$ cat config.mk
export PLATFORM = sky130hd
export DESIGN_NAME = mul_div_unit
export DESIGN_NICKNAME = d
export VERILOG_FILES = /design/src/rtl/mul_div_unit.sv
export SDC_FILE = /design/constraint.sdc
export NUM_CORES = 1
export LEC_CHECK = 0
export CAP_MARGIN = 15
export CORE_UTILIZATION = 53
export DETAILED_ROUTE_END_ITERATION = 8
export GPL_TIMING_DRIVEN = 0
export MAX_ROUTING_LAYER = met4
export PLACE_DENSITY = 0.83
export SYNTH_ARGS = -nofsm -noshare
export SYNTH_HDL_FRONTEND = slang
export SYNTH_SLANG_ARGS = --single-unit
$ cat constraint.sdc
create_clock -name Clock -period 3 [get_ports Clock]
set_input_delay 0.6 -clock Clock [delete_from_list [all_inputs] [get_ports Clock]]
set_output_delay 0.6 -clock Clock [all_outputs]
set_load 0.03 [all_outputs]
$ cat src/rtl/mul_div_unit.sv
// rtl/mul_div_unit.sv - 24x24 multiply / 24/24 divide unit, radix-2 iterative, 25-cycle latency
module mul_div_unit (
  input  logic        Clock,
  input  logic        ResetN,
  input  logic        Start,
  input  logic [1:0]  Op,
  input  logic [23:0] OperandA,
  input  logic [23:0] OperandB,
  output logic        Busy,
  output logic        Done,
  output logic [23:0] ResultHi,
  output logic [23:0] ResultLo,
  output logic        DivByZero
);

  typedef enum logic [1:0] {S_IDLE, S_RUN, S_FIX, S_DONE} state_t;

  state_t      state_q, state_d;
  logic [4:0]  cnt_q, cnt_d;
  logic        is_div_q, is_div_d;
  logic        sign_a_q, sign_a_d;
  logic        sign_b_q, sign_b_d;
  // hi: partial product upper half / running remainder
  // lo: multiplier bits being consumed / dividend bits shifting out, quotient shifting in
  logic [23:0] hi_q, hi_d;
  logic [23:0] lo_q, lo_d;
  // multiplicand magnitude for multiplies, divisor magnitude for divides
  logic [23:0] opnd_q, opnd_d;
  logic [23:0] res_hi_q, res_hi_d;
  logic [23:0] res_lo_q, res_lo_d;
  logic        dbz_q, dbz_d;

  logic        neg_a, neg_b;
  logic [23:0] mag_a, mag_b;
  logic [24:0] mul_sum;
  logic [24:0] div_shift;
  logic        div_fits;
  logic [23:0] div_diff;
  logic [47:0] prod, prod_neg;

  // Next-state, iteration datapath and sign correction
  always_comb begin
    state_d  = state_q;
    cnt_d    = cnt_q;
    is_div_d = is_div_q;
    sign_a_d = sign_a_q;
    sign_b_d = sign_b_q;
    hi_d     = hi_q;
    lo_d     = lo_q;
    opnd_d   = opnd_q;
    res_hi_d = res_hi_q;
    res_lo_d = res_lo_q;
    dbz_d    = dbz_q;

    // Signed ops work on magnitudes; 0x800000 maps to itself, which is its unsigned magnitude
    neg_a = Op[0] & OperandA[23];
    neg_b = Op[0] & OperandB[23];
    mag_a = neg_a ? (24'd0 - OperandA) : OperandA;
    mag_b = neg_b ? (24'd0 - OperandB) : OperandB;

    // Shift-add: add multiplicand when the current multiplier bit is set, then shift right
    mul_sum = {1'b0, hi_q} + (lo_q[0] ? {1'b0, opnd_q} : 25'd0);

    // Restoring divide: the remainder always fits in 24 bits, so a 24-bit difference is exact
    div_shift = {hi_q, lo_q[23]};
    div_fits  = div_shift[24] | (div_shift[23:0] >= opnd_q);
    div_diff  = div_shift[23:0] - opnd_q;

    prod     = {hi_q, lo_q};
    prod_neg = 48'd0 - prod;

    case (state_q)
      S_IDLE, S_DONE: begin
        state_d = S_IDLE;
        if (Start) begin
          state_d  = S_RUN;
          cnt_d    = 5'd0;
          is_div_d = Op[1];
          sign_a_d = neg_a;
          sign_b_d = neg_b;
          hi_d     = 24'd0;
          lo_d     = Op[1] ? mag_a : mag_b;
          opnd_d   = Op[1] ? mag_b : mag_a;
        end
      end
      S_RUN: begin
        if (is_div_q) begin
          hi_d = div_fits ? div_diff : div_shift[23:0];
          lo_d = {lo_q[22:0], div_fits};
        end else begin
          hi_d = mul_sum[24:1];
          lo_d = {mul_sum[0], lo_q[23:1]};
        end
        cnt_d = cnt_q + 5'd1;
        if (cnt_q == 5'd23) begin
          state_d = S_FIX;
        end
      end
      S_FIX: begin
        state_d = S_DONE;
        if (is_div_q) begin
          // A zero divisor leaves quotient all ones and remainder = |dividend| naturally
          dbz_d    = (opnd_q == 24'd0);
          res_hi_d = sign_a_q ? (24'd0 - hi_q) : hi_q;
          if (opnd_q == 24'd0) begin
            res_lo_d = 24'hFFFFFF;
          end else begin
            res_lo_d = (sign_a_q ^ sign_b_q) ? (24'd0 - lo_q) : lo_q;
          end
        end else begin
          dbz_d = 1'b0;
          {res_hi_d, res_lo_d} = (sign_a_q ^ sign_b_q) ? prod_neg : prod;
        end
      end
      default: begin
        state_d = S_IDLE;
      end
    endcase
  end

  // State and datapath registers with synchronous active-low reset
  always_ff @(posedge Clock) begin
    if (!ResetN) begin
      state_q  <= S_IDLE;
      cnt_q    <= 5'd0;
      is_div_q <= 1'b0;
      sign_a_q <= 1'b0;
      sign_b_q <= 1'b0;
      hi_q     <= 24'd0;
      lo_q     <= 24'd0;
      opnd_q   <= 24'd0;
      res_hi_q <= 24'd0;
      res_lo_q <= 24'd0;
      dbz_q    <= 1'b0;
    end else begin
      state_q  <= state_d;
      cnt_q    <= cnt_d;
      is_div_q <= is_div_d;
      sign_a_q <= sign_a_d;
      sign_b_q <= sign_b_d;
      hi_q     <= hi_d;
      lo_q     <= lo_d;
      opnd_q   <= opnd_d;
      res_hi_q <= res_hi_d;
      res_lo_q <= res_lo_d;
      dbz_q    <= dbz_d;
    end
  end

  assign Busy      = (state_q == S_RUN) || (state_q == S_FIX);
  assign Done      = (state_q == S_DONE);
  assign ResultHi  = res_hi_q;
  assign ResultLo  = res_lo_q;
  assign DivByZero = dbz_q;

endmodule

## Yosys cells after proc, flatten, opt, wreduce, memory -nomap -nowiden

Index checks and enable logic that the tools add are counted.

- Register bits after elaboration: 131
- Word-level logic and storage cells: 61
- Input port bits: 53
- Output and inout port bits: 51

- Muxes and demuxes: 24
- Reductions and logical operators: 7
- Add/sub/neg operators: 8
- Bitwise gates (word level): 4
- $lt $le $gt $ge: 1
- Equal/unequal tests: 6

Operator list:

| cell | number |
|---|---|
| 24-bit 2-to-1 mux | 15 |
| 24-bit one-hot mux with 2 select lines | 2 |
| 1-bit by 24-bit subtractor with 24-bit output (first input constant) | 4 |
| 48-bit 2-to-1 mux | 1 |
| 1-bit by 48-bit subtractor with 48-bit output (first input constant) | 1 |
| 24-bit by 24-bit adder with 25-bit output | 1 |
| 24-bit greater-or-equal comparator | 1 |
| 24-bit zero test | 1 |
| 24-bit subtractor | 1 |
| 5-bit one-hot mux with 2 select lines | 1 |
| 2-bit one-hot mux with 3 select lines | 1 |
| 5-bit by 1-bit adder with 5-bit output (second input constant) | 1 |
| 5-bit equality test (second input constant) | 1 |
| 5-bit 2-to-1 mux | 1 |
| 2-bit equality test (second input constant) | 2 |
| 2-bit inequality test (second input constant) | 2 |
| 2-bit AND reduction | 2 |
| 1-bit AND | 2 |
| 2-bit by 1-bit equality test with 1-bit output (second input constant) | 1 |
| 2-bit zero test | 1 |
| 1-bit 2-to-1 mux | 2 |
| 2-bit 2-to-1 mux | 1 |
| 2-bit nonzero test | 1 |
| 2-bit OR reduction | 1 |
| 3 further kinds | 3 |

## Depth between registers and ports, before layout

- Depth after elaboration: 5
- Mapped depth: 13
- Depth with buffers taken out: 13

## Worst setup path before layout

Ideal clock, no wire load.

- Path type: flip-flop to flip-flop
- Start: register lo_q[0]
- End: register hi_q[21]
- Library setup time: 0.117 ns
- Stages on the path, launching flop included: 14
- Data arrival time: 3.023 ns
- Period minus slack after synthesis: 3.140 ns
- Path slack: -0.140 ns
- Required time: 2.883 ns
- Path buffers: 1
- Path through: dfxtp_1 -> clkinv_1 -> clkbuf_1 -> nor2_1 -> ha_1 -> nand2_1 -> a211oi_1 -> a211oi_1 -> a31oi_1 -> a2111o_1 -> a21oi_1 -> and3_1 -> a211oi_1 -> a32o_1

- Cells in the longest elaborated chain, start to end: 4

RTL lines:

| item | line | text |
|---|---|---|
| start: declaration | 26 | `logic [23:0] lo_q, lo_d;` |
| start signal: assignment | 142 | `lo_q <= lo_d;` |
| 24-bit 2-to-1 mux | 62 | `mul_sum = {1'b0, hi_q} + (lo_q[0] ? {1'b0, opnd_q} : 25'd0);` |
| 24-bit by 24-bit adder with 25-bit output | 62 |  |
| 24-bit 2-to-1 mux | 87 | `if (is_div_q) begin` |
| 24-bit one-hot mux with 2 select lines | 72 | `case (state_q)` |
| end signal: assignment | 141 | `hi_q <= hi_d;` |
| end: declaration | 25 | `logic [23:0] hi_q, hi_d;` |

No other way between the ends.
A chain may end at the register's enable or synchronous reset.

## Final worst setup path

Ends and elaborated chain as after synthesis.

==> impl_metrics.toml <==
[global_route]
grt_max_degree = 17
grt.overflow.total = 0
gr-usage-all-layers_pct = 36.6
antenna_found_initial = 0
first_global_vias = 10148
grt_pass1_wl_mm = 55.9

[worst_setup_path]
crit_start = "lo_q[0]$_SDFFE_PN0P_"
crit_required_ps = 3330
endpoint_kind = "flop"
r2r_slack_ps = 30
cp.arrival_ps = 3300
worst_setup_path_start_kind = "flop"
critPathKind = "flop to flop"
crit_fanout = 4
r2r_start = "lo_q[0]$_SDFFE_PN0P_"

[cells_and_area]
final_nets = 1683
drive_gt1_share_pct = 11.3
stdcell_count = 1850
syn_to_final_growth_pct = 24.0
fin_area_mm2 = 0.0132
final_core_util_pct = 67.3
antennaDiodeCount = 0
fill_cells = 1714

[clocking]
clkLatencyLatePin_ps = 440
cts_buffers = 17
clkTransAtPathRegs_ps = 70
cts_tree = "done"
cts_max_path_buffers = 2
cts-root-buf = "clkbuf_16"
cts_max_level = 4
cts_sinks = 131

[floorplanning]
die_h_um = 144
start_util_pct = 54.3
dieArea_mm2 = 0.0206
die_x_um = 144
core_mm2 = 0.0196
boundaryPins = 104
std_cell_rows = 51

[route]
first_iter_violations = 1227
wl_mm = 37.3
drtAntennaViolNets = 0
vias = 11635
first_pass_iters = 8
route.detailed.drc = 0
wl_per_cell_um = 20.2
vias_per_cell = 6.29

[power_and_ir_drop]
p_total_mw = 11.4
power.internal_mw = 6.02
power_density_mw_per_mm2 = 866
ir_drop_mv = 0.485
p_leak_nw = 5.05
power.switching_mw = 5.40
netSwitchingFraction_pct = 47.3
seqPwrFrac_pct = 23.8
power_frac_comb_pct = 56.7
clockPowerShare_pct = 19.5

[hold_path]
hp-start = "ResultHi[11]$_SDFFE_PN0P_"
hold_class = "flop to flop"

[timing]
maxSlewHeadroom_pct = 33.1
period_minus_slack_ps = 2970
hold_viol = 0
maxSlewViolCount = 0
period_share_pct = 98.9
report.final.setup_viol = 0
worst-slew-pin-transition_ps = 996
fin_worst_skew_ps = 14.0
fmax_mhz = 337

[synth]
avgSynthCellArea_um2 = 7.42
postSynthCellCount = 1434
synth-seq-cells = 131
synthSimpleGateAreaFrac_pct = 19.9
syn_nets = 1545
synth_top_area_share_pct = 24.7
yosys_warnings = 0
synth-compound-area-share_pct = 27.2
muxShareOfSynthArea_pct = 4.59
synth-xor-area-share_pct = 10.8
synth_top_family_by_area = "compound AO/OA/AOI/OAI gates"
ys.flop_type = "dfxtp_1"
seq_area_frac_synth_pct = 24.7
synth_edf_count = 0
synth_area_leaders = "dfxtp_1 (25%), a21oi_1 (7.3%), xnor2_1 (6.7%), ha_1 (6.6%), nor2_1 (6.0%)"
synth_cell_types = 79
synth_most_common_cell = "nor2_1"
synthTopCellsByCount = "nor2_1 (170), a21oi_1 (155), dfxtp_1 (131), nand2_1 (131), o21ai_0 (106)"
synthAdderAreaFrac_pct = 6.96
syn_area_mm2 = 0.0106
async_flop_share_pct = 0
yosys.area.top_type = "dfxtp_1"

[place]
postPlaceCellArea_mm2 = 0.0120
post-place-cells = 1802
port-buffer-count = 103
dpl.hpwl_mm = 28.1
gp_congestion = 0.964

[flow_run]
cap_violations = 0

[outcome]
outcome = "finished clean"
==> critical path, stage by stage, from the launching register on <==
cell      delay, ps
dfxtp_4         380
and2_1          190
ha_4            180
inv_2            60
fa_2            200
nand2b_4        140
a211oi_2         80
a211oi_2        300
a31oi_4         170
a2111o_1        450
a21oi_4         210
and3_4          190
a211oi_1         40
a32o_1          270
==> per-layer routing <==
| metal | up-vias | track usage, % | part of all wire [%] |
|---|---|---|---|
| met2 | 656 | 54.0 | 44 |
| met4 | 0 | 13.0 | 2.8 |
| met3 | 95 | 4.80 | 9.2 |
| met1 | 5449 | 50.9 | 44 |
| met5 | - | - | 0 |
| li1 | 5435 | - | - |
==> path summary, 6_finish.rpt <==
| check | to | cells past startpoint |
|---|---|---|
| hold / removal | ResultHi[11]$_SDFFE_PN0P_ | 2 |
| hold reg to reg | ResultHi[11]$_SDFFE_PN0P_ | 2 |
| setup reg to reg | hi_q[21]$_SDFFE_PN0P_ | 13 |
| setup / recovery | hi_q[21]$_SDFFE_PN0P_ | 13 |
==> what timing repair did <==
| action | in CTS | in global routing |
|---|---|---|
| setup buffers | 8 | 13 |
| endpoints found under the setup margin | 51 | 60 |
| cloned | 0 | 1 |
| pin swaps | 8 | 25 |
| resized for setup | 46 | 68 |
| hold buffers | 0 | 0 |
==> flip-flops by register name, summed over array words and instances (netlist names) <==
register and cells:
state_q 2, sign_a_q 1, DivByZero 1, lo_q 24, opnd_q 24, cnt_q 5
is_div_q 1, ResultLo 24, sign_b_q 1, ResultHi 24, hi_q 24
==> power by group through the flow <==
stage	logic [mW]	registers, mW	clock network, mW
floorplan	3.74	3.00	0
global placement	5.84	2.68	0
detailed placement	5.88	2.70	0
CTS	6.07	2.67	2.21
global route	6.95	2.76	2.29
finish	6.47	2.72	2.23
==> layout by cell type (no fill, tap or decap), drive strengths merged, types with 34 or more instances in the layout <==
master / netlist / final
nor3: 43 / 43
clkbuf: 70 / 80
clkdlybuf4s50: 0 / 102
a211oi: 60 / 60
buf: 11 / 34
dfxtp: 131 / 131
o21ai: 111 / 111
xor2: 50 / 50
xnor2: 81 / 81
ha: 56 / 56
inv: 58 / 68
nand2: 132 / 132
nor2: 170 / 170
a21oi: 155 / 155
==> area by class of cell <==
class	instances	area (µm²)	area share, %
Clock inverter	15	188	1.42
Clock buffer	17	425	3.22
Sequential cell	131	2650	20.1
Timing Repair Buffer	125	1200	9.10
Inverter	60	233	1.76
Tap cell	265	332	2.51
Multi-Input combinational cell	1160	7750	58.7
Buffer	77	413	3.13
==> per-stage QoR <==
| step | worst slack [ps] | hold WS, ps | setup TNS [ps] |
|---|---|---|---|
| 6_report | 33.3 | 449 | 0 |
| 5_1_grt | -69.6 | 478 | -183 |
| 4_1_cts | -0.401 | 457 | -0.401 |
| 3_5_place_dp | -880 | 450 | -30980 |
| 3_3_place_gp | -875 | 438 | -27950 |
| 2_1_floorplan | 5.58 | 432 | 0 |
==> logic make-up after synthesis <==
logic type               after synthesis
AO/OA/AOI/OAI                        462
XOR/XNOR                             131
adder cells (fa/ha/maj)               58
buffers and inverters                143
flip-flops                           131
multiplexers                          47
AND/OR/NAND/NOR                      462
No activity file was read; power rests on OpenSTA's default activity.
